`src/rtl/mem_swap_seq_if.sv`:
```
// Bundles the host access port and the operation handshake of mem_swap_seq.
// Ports: wr_* host write, rd_* registered host read, start/mode/addr_a/addr_b
// request, ready/busy/done/err status, swap_cnt exchange counter.
interface mem_swap_seq_if #(
   parameter int WIDTH = 8,
   parameter int AW    = 4
);
   logic             wr_en;
   logic [AW-1:0]    wr_addr;
   logic [WIDTH-1:0] wr_data;
   logic [AW-1:0]    rd_addr;
   logic [WIDTH-1:0] rd_data;
   logic             start;
   logic             mode;
   logic [AW-1:0]    addr_a;
   logic [AW-1:0]    addr_b;
   logic             ready;
   logic             busy;
   logic             done;
   logic             err;
   logic [15:0]      swap_cnt;

   // Host side: drives requests, observes status.
   modport master (
      output wr_en, wr_addr, wr_data, rd_addr, start, mode, addr_a, addr_b,
      input  rd_data, ready, busy, done, err, swap_cnt
   );

   // Sequencer side.
   modport slave (
      input  wr_en, wr_addr, wr_data, rd_addr, start, mode, addr_a, addr_b,
      output rd_data, ready, busy, done, err, swap_cnt
   );
endinterface

```
`src/rtl/mem_swap_seq.sv`:
```
// Memory swap sequencer: swaps two words or reverses a range in a DEPTH x WIDTH array.
// Latency: swap done 4 cycles after start, reverse 3P+1; error/empty done next cycle.
// Backpressure: start and host writes accepted only while ready; otherwise dropped.
// Ports: clk, reset (async, active-high), bus (mem_swap_seq_if.slave).
module mem_swap_seq #(
   parameter int WIDTH = 8,
   parameter int DEPTH = 16
) (
   input logic          clk,
   input logic          reset,
   mem_swap_seq_if.slave bus
);
   localparam int AW = $clog2(DEPTH);
   localparam logic [AW:0] DEPTH_W = (AW+1)'(DEPTH);
   localparam logic [AW:0] ONE_W   = (AW+1)'(1);
   localparam logic [AW:0] TWO_W   = (AW+1)'(2);

   typedef enum logic [2:0] {
      S_IDLE,
      S_LOAD,
      S_MOVE,
      S_STORE,
      S_DONE
   } state_t;

   state_t           state_q, state_d;
   logic [AW:0]      lo_q, lo_d;
   logic [AW:0]      hi_q, hi_d;
   logic [WIDTH-1:0] tmp_q, tmp_d;
   logic             op_mode_q, op_mode_d;
   logic             err_q, err_d;
   logic             ready_q, ready_d;
   logic             done_q, done_d;
   logic             err_pls_q, err_pls_d;
   logic [15:0]      swap_cnt_q, swap_cnt_d;
   logic [WIDTH-1:0] rd_data_q, rd_data_d;

   logic [WIDTH-1:0] mem [DEPTH];
   logic             mem_we;
   logic [AW-1:0]    mem_waddr;
   logic [WIDTH-1:0] mem_wdata;

   logic a_ok, b_ok, wr_ok, rd_ok;

   assign a_ok  = {1'b0, bus.addr_a}  < DEPTH_W;
   assign b_ok  = {1'b0, bus.addr_b}  < DEPTH_W;
   assign wr_ok = {1'b0, bus.wr_addr} < DEPTH_W;
   assign rd_ok = {1'b0, bus.rd_addr} < DEPTH_W;

   always_comb begin
      state_d    = state_q;
      lo_d       = lo_q;
      hi_d       = hi_q;
      tmp_d      = tmp_q;
      op_mode_d  = op_mode_q;
      err_d      = err_q;
      swap_cnt_d = swap_cnt_q;
      mem_we     = 1'b0;
      mem_waddr  = '0;
      mem_wdata  = '0;
      rd_data_d  = rd_ok ? mem[bus.rd_addr] : '0;

      case (state_q)
         S_IDLE: begin
            if (bus.wr_en && wr_ok) begin
               mem_we    = 1'b1;
               mem_waddr = bus.wr_addr;
               mem_wdata = bus.wr_data;
            end
            if (bus.start) begin
               op_mode_d = bus.mode;
               lo_d      = {1'b0, bus.addr_a};
               hi_d      = {1'b0, bus.addr_b};
               if (!a_ok || !b_ok) begin
                  err_d   = 1'b1;
                  state_d = S_DONE;
               end else if (bus.mode && (bus.addr_a >= bus.addr_b)) begin
                  state_d = S_DONE;
               end else begin
                  state_d = S_LOAD;
               end
            end
         end
         S_LOAD: begin
            tmp_d   = mem[lo_q[AW-1:0]];
            state_d = S_MOVE;
         end
         S_MOVE: begin
            mem_we    = 1'b1;
            mem_waddr = lo_q[AW-1:0];
            mem_wdata = mem[hi_q[AW-1:0]];
            state_d   = S_STORE;
         end
         S_STORE: begin
            mem_we     = 1'b1;
            mem_waddr  = hi_q[AW-1:0];
            mem_wdata  = tmp_q;
            swap_cnt_d = swap_cnt_q + 16'd1;
            // Another pair remains only if the pointers stay at least one apart
            // after stepping inward; the extra bit keeps lo+2 from wrapping.
            if (op_mode_q && ((lo_q + TWO_W) < hi_q)) begin
               lo_d    = lo_q + ONE_W;
               hi_d    = hi_q - ONE_W;
               state_d = S_LOAD;
            end else begin
               state_d = S_DONE;
            end
         end
         S_DONE: begin
            err_d   = 1'b0;
            state_d = S_IDLE;
         end
         default: state_d = S_IDLE;
      endcase

      // Status outputs are registered from the next state so they line up
      // exactly with the state they describe.
      ready_d   = (state_d == S_IDLE);
      done_d    = (state_d == S_DONE);
      err_pls_d = (state_d == S_DONE) && err_d;
   end

   always_ff @(posedge clk or posedge reset) begin
      if (reset) begin
         state_q    <= S_IDLE;
         lo_q       <= '0;
         hi_q       <= '0;
         tmp_q      <= '0;
         op_mode_q  <= 1'b0;
         err_q      <= 1'b0;
         ready_q    <= 1'b1;
         done_q     <= 1'b0;
         err_pls_q  <= 1'b0;
         swap_cnt_q <= '0;
         rd_data_q  <= '0;
      end else begin
         state_q    <= state_d;
         lo_q       <= lo_d;
         hi_q       <= hi_d;
         tmp_q      <= tmp_d;
         op_mode_q  <= op_mode_d;
         err_q      <= err_d;
         ready_q    <= ready_d;
         done_q     <= done_d;
         err_pls_q  <= err_pls_d;
         swap_cnt_q <= swap_cnt_d;
         rd_data_q  <= rd_data_d;
      end
   end

   // Storage is deliberately not reset: an interrupted operation leaves its
   // partial result in place.
   always_ff @(posedge clk) begin
      if (mem_we && !reset) begin
         mem[mem_waddr] <= mem_wdata;
      end
   end

   assign bus.rd_data  = rd_data_q;
   assign bus.ready    = ready_q;
   assign bus.busy     = ~ready_q;
   assign bus.done     = done_q;
   assign bus.err      = err_pls_q;
   assign bus.swap_cnt = swap_cnt_q;
endmodule
```
`src/flat_wrapper.sv`:
```
// flat-port wrapper written by rule: the top's interface ports become plain ports
module mem_swap_seq_flat 
#(
   parameter int WIDTH = 8,
   parameter int DEPTH = 16
)
  (clk, reset, bus_wr_en, bus_wr_addr, bus_wr_data, bus_rd_addr, bus_start, bus_mode, bus_addr_a, bus_addr_b, bus_rd_data, bus_ready, bus_busy, bus_done, bus_err, bus_swap_cnt);
  mem_swap_seq_if #(.WIDTH(WIDTH)) bus_i ();
  input logic clk;
  input logic reset;
  input wire logic [$bits(bus_i.wr_en)-1:0] bus_wr_en;
  input wire logic [$bits(bus_i.wr_addr)-1:0] bus_wr_addr;
  input wire logic [$bits(bus_i.wr_data)-1:0] bus_wr_data;
  input wire logic [$bits(bus_i.rd_addr)-1:0] bus_rd_addr;
  input wire logic [$bits(bus_i.start)-1:0] bus_start;
  input wire logic [$bits(bus_i.mode)-1:0] bus_mode;
  input wire logic [$bits(bus_i.addr_a)-1:0] bus_addr_a;
  input wire logic [$bits(bus_i.addr_b)-1:0] bus_addr_b;
  output wire logic [$bits(bus_i.rd_data)-1:0] bus_rd_data;
  output wire logic [$bits(bus_i.ready)-1:0] bus_ready;
  output wire logic [$bits(bus_i.busy)-1:0] bus_busy;
  output wire logic [$bits(bus_i.done)-1:0] bus_done;
  output wire logic [$bits(bus_i.err)-1:0] bus_err;
  output wire logic [$bits(bus_i.swap_cnt)-1:0] bus_swap_cnt;
  assign bus_i.wr_en = bus_wr_en;
  assign bus_i.wr_addr = bus_wr_addr;
  assign bus_i.wr_data = bus_wr_data;
  assign bus_i.rd_addr = bus_rd_addr;
  assign bus_i.start = bus_start;
  assign bus_i.mode = bus_mode;
  assign bus_i.addr_a = bus_addr_a;
  assign bus_i.addr_b = bus_addr_b;
  assign bus_rd_data = bus_i.rd_data;
  assign bus_ready = bus_i.ready;
  assign bus_busy = bus_i.busy;
  assign bus_done = bus_i.done;
  assign bus_err = bus_i.err;
  assign bus_swap_cnt = bus_i.swap_cnt;
  mem_swap_seq #(.WIDTH(WIDTH), .DEPTH(DEPTH)) u_core (.clk(clk), .reset(reset), .bus(bus_i));
endmodule
```
`config.mk`:
```
export PLATFORM = sky130hd
export DESIGN_NAME = mem_swap_seq_flat
export DESIGN_NICKNAME = d
export VERILOG_FILES = /design/src/rtl/mem_swap_seq_if.sv /design/src/rtl/mem_swap_seq.sv /design/src/flat_wrapper.sv
export SDC_FILE = /design/constraint.sdc
export NUM_CORES = 1
export LEC_CHECK = 0
export ABC_AREA = 1
export BUFFER_PORTS_ARGS = -buffer_cell sky130_fd_sc_hd__buf_2
export CORE_UTILIZATION = 45
export CTS_CLUSTER_DIAMETER = 200
export DETAILED_ROUTE_END_ITERATION = 8
export SLEW_MARGIN = 0
export SYNTH_ARGS = -nofsm -noshare
export SYNTH_HDL_FRONTEND = slang
export SYNTH_SLANG_ARGS = --single-unit
```
`constraint.sdc`:
```
create_clock -name clk -period 2.1 [get_ports clk]
set_clock_uncertainty 0.1 [all_clocks]
set_input_delay 0 -clock clk [delete_from_list [all_inputs] [get_ports clk]]
set_output_delay 0 -clock clk [all_outputs]
set_load 0.02 [all_outputs]
```
==> results.toml <==
[synth]
synthArstFlopShare_pct = 28.1
synth_warnings = 0
synth_top_area_share_pct = 36.5
synth_cell_types = 33
synth_top_area_cell = "edfxtp_1"
syn_area_per_cell_um2 = 7.85
synth_seq_cells = 178
synth.area.top_cells = "edfxtp_1 36%, nand2_1 13%, dfrtp_1 12%"
syn_area_um2 = 10500
yosysMostFrequentCell = "nand2_1"
synth_edf_count = 128
seq_area_frac_synth_pct = 48.4
synth-main-ff-cell = "edfxtp_1"
synth_common_cells = "374 x nand2_1, 179 x nand3_1, 146 x inv_1, 128 x edfxtp_1, 110 x nor2_1"
syn_inst = 1342
syn-num-nets = 1383

[final_layout]
multiInputGateArea_um2 = 4660
antennaDiodeCount = 0
nNetsFinal = 1469
drive_gt1_share_pct = 16.0
area_delta_synth_final_pct = 19.3
seq_area_um2 = 5100
num-fill-cells = 2110
post-route-util_pct = 55.2

[setup_path]
crit_family = "simple AND/OR/NAND/NOR gates"
max_stage_delay_ns = 0.52
cp_max_fo = 59
crit_path_start_kind = "register"
end_kind = "register"
path_cells = "buf_12 -> nor2_1 -> nor2_1 -> nand2_1 -> nand3_1 -> nand3_1 -> nand2_1 -> nand2_1 -> nand2_1 -> buf_4"
critPathRequiredTime_ns = 2.18
cp_common_cell = "nand2_1"
crit_type = "register to register"
cp_num_buf_inv = 2
crit_slowest_cell = "dfrtp_4"
cp.arrival_ns = 2.14

[detailed_routing]
post_drt_wl_per_cell_um = 18.7
viasPerCell = 5.55
vias = 9727
drc_errors = 0
routed_wl_mm = 32.7
firstDrtPassIters = 6
first_iter_violations = 1164
ant_nets = 0

[grt]
grt_pass1_vias = 8909
grtUsageTotal_pct = 27.8
antenna_found_initial = 0
grt_pass1_wl_mm = 50.0
overflow = 0
grt_max_degree = 65

[placed_design]
port_buffers = 56
gp_congestion = 0.901
dp_hpwl_mm = 22.5

[cts]
clock_sinks = 178
clk_latency_ns = 0.44
h-tree-depth = 4
root_buffer = "clkbuf_16"
cts_tree = "done"
numCtsBuffers = 17
clk_pin_slew_ns = 0.07
clock_path_buffers = 2

[status]
outcome = "finished, final reports clean"

[power_and_ir_drop]
max-vdd-ir-drop_uv = 748
p_leak_nw = 5.48
power_density_nw_per_um2 = 1370

[timing]
timing.fmax_mhz = 487
timing.final.crit_share_pct = 97.8
drv_slew = 0
hold_slack_ns = 0.0519
rsz0062_at_grt = "true"
tightestPinTransition_ns = 0.581
setup_viol = 0
period_needed_ns = 2.05
maxSlewHeadroom_pct = 61.2
finalHoldViolCount = 0

[floorplan]
rows = 55
ios = 57
die_area_um2 = 24000
die_x_um = 155
start_util_pct = 46.3
fp.dieH_um = 155
core_um2 = 22800

[min_path]
hp-class = "primary input to register"

[run]
max_cap_viol_count = 0
## worst paths after layout
path | startpoint | end | slack (ns) | cells past startpoint
max | u_core.hi_q[0] | u_core.mem[10][7] | 0.05 | 10
min | bus_rd_addr[2] | u_core.bus.rd_data[3] | 0.05 | 5
max reg2reg | u_core.hi_q[0] | u_core.mem[10][7] | 0.05 | 10
min reg2reg | u_core.err_q | u_core.err_q | 0.42 | 2
max in group asynchronous | reset | u_core.lo_q[0] | 1.25 | 4
min in group asynchronous | reset | u_core.hi_q[3] | 0.10 | 3
## cells in the final DEF, fill, tap and decap left out, types with 7 or more instances in the layout
cell type	count
nand2_1	357
o21ai_1	7
dlygate4sd3_1	13
buf_4	52
buf_12	13
o211ai_1	81
clkbuf_16	18
buf_2	55
nor2_1	102
dfrtp_1	46
xor2_1	14
inv_2	12
ha_1	11
inv_1	142
nand3_1	175
edfxtp_1	128
a21oi_1	51
nand2_2	16
o21ai_0	60
buf_6	15
## registers in the layout, summed over array words and instances, names as in the netlist
| name | flops |
|---|---|
| u_core.err_q | 1 |
| u_core.bus.done | 1 |
| u_core.bus.rd_data | 8 |
| u_core.mem | 128 |
| u_core.lo_q | 5 |
| u_core.bus.ready | 1 |
| u_core.bus.err | 1 |
| u_core.bus.swap_cnt | 16 |
| u_core.state_q | 3 |
| u_core.hi_q | 5 |
| u_core.op_mode_q | 1 |
| u_core.tmp_q | 8 |
## worst min-delay path: cells and delay by family
kind	cells	cell delay, ns
buffers and inverters	2	0.32
and+or+nand+nor	3	0.23
## repair_timing
action,CTS,global route
resized for setup,1,78
endpoints found under the setup margin,10,190
hold endpoints to repair,72,0
hold buffers,13,0
pin swaps,0,14
setup buffers,1,5
cloned,0,2
## metrics by stage
| step | setup TNS (ns) | area [um2] | setup slack, ns | total power [mW] | std cells |
|---|---|---|---|---|---|
| 4_1_cts | 0 | 12300 | 0.000910 | 16.5 | 1747 |
| 3_3_place_gp | 0 | 11500 | 0.0521 | 13.2 | 1701 |
| 2_1_floorplan | 0 | 10500 | 0.0267 | 10.1 | 1342 |
| 6_report | 0 | 12600 | 0.0464 | 17.2 | 1754 |
| 5_1_grt | -1.88 | 12600 | -0.0999 | 18.2 | 1754 |
| 3_5_place_dp | -0.0299 | 11500 | -0.0257 | 13.3 | 1701 |
## where the power goes
group	leakage (nW)	switching, mW	internal, mW
combinational	3.40	5.78	3.05
clock	0.282	1.55	1.65
sequential	1.80	0.324	4.84
## cell families after synthesis
family | after synthesis | synth area share (%)
buf+inv | 237 | 9.06
compound gates | 215 | 12.5
simple gates | 681 | 27.0
fa+ha+maj | 12 | 1.42
flops | 178 | 48.4
xor+xnor | 19 | 1.58
## layer usage
layer / part of all wire, % / routed length (um) / up-vias / track usage (%)
met1: 41 / 13600 / 4566 / 37.9
met3: 10 / 3310 / 60 / 5.38
met2: 46 / 15100 / 467 / 44.5
met4: 2.3 / 764 / 0 / 9.29
li1: - / - / 4634 / -
met5: 0 / 0 / - / 0
## area by class of cell
| class | count | share of cell area (%) |
|---|---|---|
| multi-input combinational | 927 | 37.1 |
| inverter | 155 | 4.63 |
| sequential | 178 | 40.6 |
| clock inverter | 14 | 1.11 |
| timing repair buffer | 149 | 9.86 |
| clock buffer | 18 | 3.58 |
| tap | 313 | 3.11 |
(Power assumes the default switching activity.)
